### config.mk
export PLATFORM = sky130hd
export DESIGN_NAME = psram_usr_arb
export DESIGN_NICKNAME = d
export VERILOG_FILES = /design/src/rtl/psram_usr_arb.sv
export SDC_FILE = /design/constraint.sdc
export NUM_CORES = 1
export LEC_CHECK = 0
export BUFFER_PORTS_ARGS = -buffer_cell sky130_fd_sc_hd__buf_2
export CORE_AREA = 2 2 178 180
export DETAILED_ROUTE_END_ITERATION = 10
export DIE_AREA = 0 0 180 182
export SKIP_LAST_GASP = 1
export SLEW_MARGIN = 30
export SYNTH_ARGS = -nofsm -noshare
export SYNTH_HDL_FRONTEND = slang
export SYNTH_SLANG_ARGS = --single-unit
export TNS_END_PERCENT = 30
### constraint.sdc
create_clock -name aclk -period 1.93 [get_ports aclk]
set_clock_uncertainty 0.2 [all_clocks]
set_input_delay 0.0965 -clock aclk [delete_from_list [all_inputs] [get_ports aclk]]
set_output_delay 0.0965 -clock aclk [all_outputs]
set_load 0.005 [all_outputs]
### src/rtl/psram_usr_arb.sv
// Round-robin arbiter sharing one PSRAM user-side datapath between NUM_PORT requesters.
// A grant covers a whole burst and is released after exactly len+1 beats.
module psram_usr_arb #(
  parameter int NUM_PORT = 2,
  parameter int ADDR_W   = 23,
  parameter int DATA_W   = 64,
  localparam int STRB_W  = DATA_W / 8,
  localparam int IDX_W   = $clog2(NUM_PORT)
) (
  input  logic                       aclk,
  input  logic                       aresetn,
  input  logic [NUM_PORT-1:0]        req_i,
  input  logic [NUM_PORT-1:0]        req_wen_i,
  input  logic [NUM_PORT*8-1:0]      req_len_i,
  input  logic [NUM_PORT-1:0]        req_xfer_start_i,
  input  logic [NUM_PORT*ADDR_W-1:0] req_addr_i,
  input  logic [NUM_PORT*STRB_W-1:0] req_bm_i,
  input  logic [NUM_PORT*DATA_W-1:0] req_dat_i,
  output logic [NUM_PORT-1:0]        gnt_o,
  output logic [NUM_PORT-1:0]        req_wready_o,
  output logic [NUM_PORT-1:0]        req_rvalid_o,
  output logic [DATA_W-1:0]          req_dat_o,
  output logic                       usr_xfer_start_o,
  output logic                       usr_wen_o,
  output logic [7:0]                 usr_wlen_o,
  output logic [ADDR_W-1:0]          usr_addr_o,
  output logic [STRB_W-1:0]          usr_bm_o,
  output logic [DATA_W-1:0]          usr_dat_o,
  input  logic [DATA_W-1:0]          usr_dat_i,
  input  logic                       usr_wready_i,
  input  logic                       usr_rvalid_i
);

  typedef enum logic {IDLE = 1'b0, BUSY = 1'b1} state_t;

  state_t           state_reg, state_next;
  logic [IDX_W-1:0] owner_reg, owner_next;
  logic [IDX_W-1:0] last_reg, last_next;
  logic             wen_reg, wen_next;
  logic [7:0]       len_reg, len_next;
  logic [7:0]       cnt_reg, cnt_next;
  logic [IDX_W-1:0] win_idx;
  logic             busy;
  logic             beat;

  // First requesting port strictly after the last served one, wrapping around.
  function automatic logic [IDX_W-1:0] rr_pick(input logic [NUM_PORT-1:0] req,
                                               input logic [IDX_W-1:0]    last);
    logic [IDX_W-1:0] pick;
    logic             found;
    int               k;
    pick  = '0;
    found = 1'b0;
    for (int i = 1; i <= NUM_PORT; i++) begin
      k = int'(last) + i;
      if (k >= NUM_PORT) k = k - NUM_PORT;
      if (!found && req[k]) begin
        pick  = k[IDX_W-1:0];
        found = 1'b1;
      end
    end
    return pick;
  endfunction

  assign win_idx   = rr_pick(req_i, last_reg);
  assign busy      = (state_reg == BUSY);
  assign beat      = wen_reg ? usr_wready_i : usr_rvalid_i;
  assign req_dat_o = usr_dat_i;

  genvar gi;
  generate
    for (gi = 0; gi < NUM_PORT; gi++) begin : g_port
      assign gnt_o[gi]        = busy && (owner_reg == IDX_W'(gi));
      assign req_wready_o[gi] = gnt_o[gi] & usr_wready_i;
      assign req_rvalid_o[gi] = gnt_o[gi] & usr_rvalid_i;
    end
  endgenerate

  always_ff @(posedge aclk or negedge aresetn) begin
    if (!aresetn) begin
      state_reg <= IDLE;
      owner_reg <= '0;
      last_reg  <= IDX_W'(NUM_PORT - 1);
      wen_reg   <= 1'b0;
      len_reg   <= '0;
      cnt_reg   <= '0;
    end else begin
      state_reg <= state_next;
      owner_reg <= owner_next;
      last_reg  <= last_next;
      wen_reg   <= wen_next;
      len_reg   <= len_next;
      cnt_reg   <= cnt_next;
    end
  end

  always_comb begin
    state_next       = state_reg;
    owner_next       = owner_reg;
    last_next        = last_reg;
    wen_next         = wen_reg;
    len_next         = len_reg;
    cnt_next         = cnt_reg;
    usr_xfer_start_o = 1'b0;
    usr_wen_o        = 1'b0;
    usr_wlen_o       = '0;
    usr_addr_o       = '0;
    usr_bm_o         = '0;
    usr_dat_o        = '0;
    case (state_reg)
      IDLE: begin
        if (|req_i) begin
          owner_next = win_idx;
          wen_next   = req_wen_i[win_idx];
          len_next   = req_len_i[win_idx*8 +: 8];
          cnt_next   = '0;
          state_next = BUSY;
        end
      end
      BUSY: begin
        usr_xfer_start_o = req_xfer_start_i[owner_reg];
        usr_wen_o        = wen_reg;
        usr_wlen_o       = wen_reg ? len_reg : 8'd0;
        usr_addr_o       = req_addr_i[owner_reg*ADDR_W +: ADDR_W];
        usr_bm_o         = req_bm_i[owner_reg*STRB_W +: STRB_W];
        usr_dat_o        = req_dat_i[owner_reg*DATA_W +: DATA_W];
        // 8-bit equality covers len=255 without a wider counter.
        if (beat) begin
          if (cnt_reg == len_reg) begin
            last_next  = owner_reg;
            state_next = IDLE;
          end else begin
            cnt_next = cnt_reg + 8'd1;
          end
        end
      end
      default: state_next = IDLE;
    endcase
  end

endmodule

==> key figures, run 1 <==
Outcome
  • Outcome: finished with violations
  • Failing checks: negative setup slack

Worst hold path
  • Hold Crit Class: in -> reg
  • Endpoint, Worst Hold: wen_reg
  • Hold Crit Depth: 3
  • Hold path start: req_wen_i[0]

Drt
  • ANT nets after route: 0
  • DRT iter0 DRCs: 135
  • Via count: 4218
  • Drt via density: 3.66
  • First-pass iteration count of the detailed router: 4
  • Detailed Route WL: 18.9 mm
  • WL/cell: 16.4 microns
  • Drc violations: 0

Logic synthesis
  • Top-count cell post-synth: mux2i_1
  • Synth cell types: 34
  • Average size of a mapped cell: 8.22 sq um
  • Synth warn: 0
  • Gate count of the mapped netlist: 411
  • Mapped Area: 3380 sq um
  • Dominant synthesized flop cell: dfrtp_1
  • Post-synth EDFFs: 0
  • Async S/R FF share, synth: 100%
  • Synth top area share: 31.4%
  • Yosys reg bits: 20
  • Syn nets: 692
  • Seq/Total Area, Yosys: 14.9%
  • Synth area leaders: mux2i_1 31%, nor2b_1 18%, buf_4 14%
  • Synth area leader: mux2i_1
  • Commonest cells in the netlist: 106 x mux2i_1, 97 x nor2b_1, 65 x buf_4

Power
  • Power Density: 831 nW/um^2
  • Maximum VDD drop: 0.000481 V
  • Leakage: 3.14 nW
  • Total power: 5.10 mW

Layout
  • Cell area after layout: 6130 sq um
  • Fraction of layout cells with a size suffix above 1: 48.6%
  • Final core occ: 19.8%
  • Area grow syn2layout: 81.6%
  • Nets: 1031

Place
  • Port-buffer cells: 326
  • Worst slack at placement: 0.0398 ns
  • Placement-stage cell area: 5060 sq um
  • Detail Placement HPWL: 14.8 mm
  • Routability Congestion: 0.767

Timing
  • Headroom to the max-slew limit: 67.4%
  • Pins over their slew limit: 0
  • Endpoints failing setup: 1
  • Fmax: 518 MHz
  • Fin crit period: 1.93 ns
  • Least-Margin Pin Slew: 0.489 ns
  • Setup ws final: -0.000314 ns
  • Fin crit share: 100%
  • RSZ-0062 raised after global routing: true
  • Setup TNS: -0.000314 ns
  • Final Hold Vio Count: 0

Job
  • MaxCap Viol Count: 0

Setup path
  • Worst Setup Start Kind: flop
  • Worst setup path category: reg -> out
  • Worst R2R Start: cnt_reg[6]
  • Crit-path max cell delay: 0.55 ns
  • Arr. time, crit path: 1.63 ns
  • Crit path cell chain: buf_16 > mux2i_1 > nor2b_1 > buf_2
  • Reg-to-Reg End: cnt_reg[4]
  • Crit-path max FO: 26
  • Worst R2R Setup Slack: 0.04 ns
  • Crit-path slowest cell: dfrtp_4
  • Critical Path RT: 1.63 ns
  • WP buf/inv: 2
  • CP delay by family, top: flip-flops
  • Worst Setup End Kind: output port
  • Worst Reg2Reg Path Length in Cells: 6

Die
  • Die Y: 182 microns
  • Initial Util: 10.9%
  • Core ar.: 31000 sq um
  • Die footprint: 32800 sq um
  • IO Pins: 455
  • Die width: 180 microns
  • Row count: 65

Global route
  • Initial antenna violation count: 3
  • First-pass GRT wire length: 25.4 mm
  • Total track usage: 10.1%
  • Pin count of the biggest net entering global routing: 62
  • Grt ovf: 0
  • Vias in the first global route: 4079

CTS
  • CTS Root Cell: clkbuf_16
  • Clock slew at reported path FFs: 0.06 ns
  • CTS buffer count: 3
  • Sink Count: 20
  • H-tree depth: 1
  • CTS tree: built
  • CTS Buffer Depth: 2
  • Clk_lat worst skew: 0.25 ns
==> per-stage QoR <==
stage               hold slack, ns  std cells
finish                       0.103       1154
global placement            -0.125       1060
detailed placement          -0.114       1060
CTS                         0.0774       1147
global route                 0.133       1154
floorplan                   -0.399        411
==> power by group <==
group          internal, mW  switching [mW]
clock network         0.316           0.157
registers             0.592           0.214
logic                  1.98            1.84
total                  2.88            2.21
==> logic make-up (layout without fill, tap and decap cells) <==
family	after synthesis	after routing	synth area share [%]
AOI/OAI and AO/OA	21	21	4.48
xor gates and xnor gates	8	8	2.07
adders and majority gates	1	1	0.370
buffers and inverters	97	435	18.7
DFF	20	20	14.9
muxes	107	107	31.8
other	0	3	0
and+or+nand+nor	157	157	27.8
==> worst max path at each step <==
stage / start / end / slack (ns) / cells after the start
floorplan: cnt_reg[3] / last_reg / 0.19 / 5
global placement: cnt_reg[2] / cnt_reg[2] / 0.06 / 5
detailed placement: cnt_reg[2] / cnt_reg[0] / 0.04 / 5
CTS: owner_reg / usr_dat_o[1] / -0.02 / 4
global route: cnt_reg[2] / last_reg / -0.07 / 4
finish: owner_reg / usr_dat_o[1] / -0.0003 / 4
==> worst reg2reg max path, cell delays in order, from the launching register on <==
cell and delay (ns):
dfrtp_1 0.44, xnor2_1 0.15, nand4_1 0.15, o31ai_4 0.13, buf_4 0.17, or4b_1 0.49, nand3_1 0.10
==> final cells by class <==
type / instances / area, sq um
diodes: 3 / 7.51
clock buffers: 4 / 88.8
fillers: 3468 / 24900
inverters: 1 / 3.75
multi-input cells: 294 / 2260
flip-flops and latches: 20 / 510
well taps: 402 / 503
repair buffers: 430 / 2760
==> cells in the final DEF, fill, tap and decap left out, drive strengths merged, types with 2 or more instances in the layout <==
| cell type | synthesis | routed |
|---|---|---|
| nand3 | 9 | 9 |
| diode | 0 | 3 |
| nor2b | 97 | 97 |
| xnor2 | 8 | 8 |
| nand4 | 2 | 2 |
| nor3 | 2 | 2 |
| clkbuf | 17 | 7 |
| or4b | 5 | 5 |
| o211ai | 4 | 4 |
| dlygate4sd3 | 0 | 83 |
| mux2i | 106 | 106 |
| nand2 | 23 | 23 |
| buf | 79 | 344 |
| and3 | 10 | 10 |
| o21ai | 12 | 12 |
| and2 | 4 | 4 |
| nor2 | 2 | 2 |
| dfrtp | 19 | 19 |
==> per-layer routing <==
metal  track usage (%)  part of all wire, %  vias to the layer above  routed length (microns)
li1                  -                    -                     2001                        -
met1              12.1                   40                     1958                     7530
met2              16.8                   48                      233                     9170
met3              2.89                  8.0                       24                     1510
met4              3.90                  3.6                        2                      682
met5              1.04                 0.24                        -                       46
==> timing repair <==
| action | in CTS | in global routing |
|---|---|---|
| pin swaps | 0 | 2 |
| setup endpoints to repair | 6 | 41 |
| resized for setup | 1 | 14 |
| buffers inserted | 0 | 1 |
| hold endpoints to repair | 93 | 0 |
| cloned | 0 | 3 |
| hold buffers | 83 | 0 |
Power figures use the tool's default switching activity.
==> run 2, diff against run 1 <==
PLACE_DENSITY = 0.46   (was unset)
==> run 2 against run 1 <==
Net effect:
- the run now ends clean
- final cell count grew 1.3%
- critical path depth increased by 1
- sequential share of layout area is 0.13 points lower
- worst setup slack better by 0.0014 ns
- maximum frequency about the same
- worst hold slack gained 0.039 ns
- clock power down 5.9%
==> key figures, run 2 (synthesized netlist as in run 1, its figures left out) <==
Setup path
  • Crit-path max cell delay: 0.54 ns
  • Stages on worst setup path: 5
  • Worst R2R Setup Slack: 0.09 ns
  • Worst setup path category: reg -> out
  • Worst Setup Start Kind: flop
  • WP buf/inv: 3
  • Worst Setup End Kind: output port
  • CP startpoint: owner_reg
  • Setup crit end: req_wready_o[0]
  • Arr. time, crit path: 1.63 ns
  • Crit-path slowest cell: dfrtp_4
  • Worst Reg2Reg Path Length in Cells: 5
  • Critical Path RT: 1.63 ns
  • Reg-to-Reg End: cnt_reg[6]
  • Crit path cell chain: buf_4 > clkbuf_16 > nor2b_1 > and2_1 > buf_2
  • CP delay by family, top: flip-flops
  • Worst R2R Start: cnt_reg[7]
  • Crit-path max FO: 15

Layout
  • # diodes: 0
  • Area grow syn2layout: 84.1%
  • Nets: 1049
  • Most frequent cells in the layout: 326 x buf_2, 104 x mux2i_1, 97 x nor2b_1
  • Fraction of layout cells with a size suffix above 1: 49.4%
  • Commonest non-fill, non-tap cell in the layout: buf_2

Power
  • Maximum VDD drop: 0.000399 V
  • Power Density: 818 nW/um^2
  • Leakage: 3.20 nW
  • Total power: 5.08 mW

Global route
  • Pin count of the biggest net entering global routing: 62
  • Initial antenna violation count: 2
  • Total track usage: 9.77%
  • Grt ovf: 0
  • First-pass GRT wire length: 24.9 mm
  • Vias in the first global route: 4043

Die
  • Die Y: 182 microns
  • Row count: 65
  • IO Pins: 455
  • Die footprint: 32800 sq um
  • Core ar.: 31000 sq um
  • Initial Util: 10.9%
  • Die width: 180 microns

CTS
  • Clk_lat worst skew: 0.25 ns
  • CTS tree: built
  • CTS Buffer Depth: 2
  • Clock slew at reported path FFs: 0.06 ns
  • H-tree depth: 1
  • CTS buffer count: 3
  • CTS Root Cell: clkbuf_16
  • Sink Count: 20

Timing
  • WHS: 0.142 ns
  • Endpoints failing setup: 0
  • Fin crit period: 1.93 ns
  • Pins over their slew limit: 0
  • RSZ-0062 raised after global routing: true
  • Headroom to the max-slew limit: 57.1%
  • Least-Margin Pin Slew: 0.642 ns
  • Setup TNS: 0 ns
  • Fmax: 518 MHz
  • Fin crit share: 99.9%
  • Setup ws final: 0.00113 ns
  • Final Hold Vio Count: 0

Worst hold path
  • Hold Crit Class: in -> async

Place
  • Worst slack at placement: 0.0934 ns
  • Routability Congestion: 0.732
  • Port-buffer cells: 326
  • Detail Placement HPWL: 14.6 mm

Drt
  • First-pass iteration count of the detailed router: 5
  • Drc violations: 0
  • Drt via density: 3.61
  • DRT iter0 DRCs: 119
  • Via count: 4225
  • Detailed Route WL: 18.4 mm
  • ANT nets after route: 0
  • WL/cell: 15.7 microns

Job
  • MaxCap Viol Count: 0

Outcome
  • Outcome: finished clean
run 2: cell count changes in the layout (fill, tap and decap cells not counted), sizes merged:
cell / before / now
buf: 344 / 363
clkbuf: 7 / 6
diode: 3 / 0
run 2: per-layer routing:
metal	vias up	routed length (microns)	track usage, %
met5	-	13	0
met4	2	181	1.46
met3	13	1090	1.44
met2	231	9250	17.6
met1	1950	7830	12.5
li1	2029	-	-
run 2: worst min path at each step:
stage / start / endpoint / slack [ns] / depth (start not counted)
6_report: aresetn / len_reg[7] / 0.14 / 2
5_1_grt: req_wen_i[0] / wen_reg / 0.17 / 3
4_1_cts: req_wen_i[0] / wen_reg / 0.14 / 3
3_5_place_dp: aresetn / len_reg[3] / -0.11 / 1
3_3_place_gp: aresetn / len_reg[7] / -0.11 / 1
2_1_floorplan: aresetn / busy / -0.40 / 0
run 2: repair_timing:
action | in CTS | in global routing
gates resized for setup | 1 | 7
hold buffers | 83 | 0
endpoints found under the setup margin | 9 | 37
pin swaps | 0 | 1
buffers inserted | 0 | 5
endpoints found under the hold margin | 94 | 0
cloned | 0 | 2
run 2: cell type report:
| type | count | area [sq um] |
|---|---|---|
| clock buffers | 4 | 78.8 |
| flip-flops and latches | 20 | 509 |
| well taps | 402 | 503 |
| multi-input cells | 294 | 2250 |
| repair buffers | 448 | 2870 |
| inverters | 1 | 3.75 |
| fillers | 3474 | 24800 |
run 2: where the power goes:
part	leakage [nW]	total [mW]	internal [mW]	switching, mW
registers	0.222	0.771	0.590	0.181
clock network	0.0382	0.445	0.282	0.163
logic	2.94	3.87	2.04	1.83
run 2: metrics by stage:
step                std cells  instance area (sq um)  utilization [%]
floorplan                 411                   3380                -
global placement         1075                   5170             16.7
detailed placement       1075                   5170             16.7
CTS                      1162                   6080             19.6
global route             1169                   6220             20.1
finish                   1169                   6220             20.1
run 2: worst reg2reg max path, stage by stage (launching register included):
cell	delay [ns]
dfrtp_1	0.42
xnor2_1	0.18
nand4_1	0.21
o31ai_4	0.40
buf_4	0.22
o211ai_1	0.10
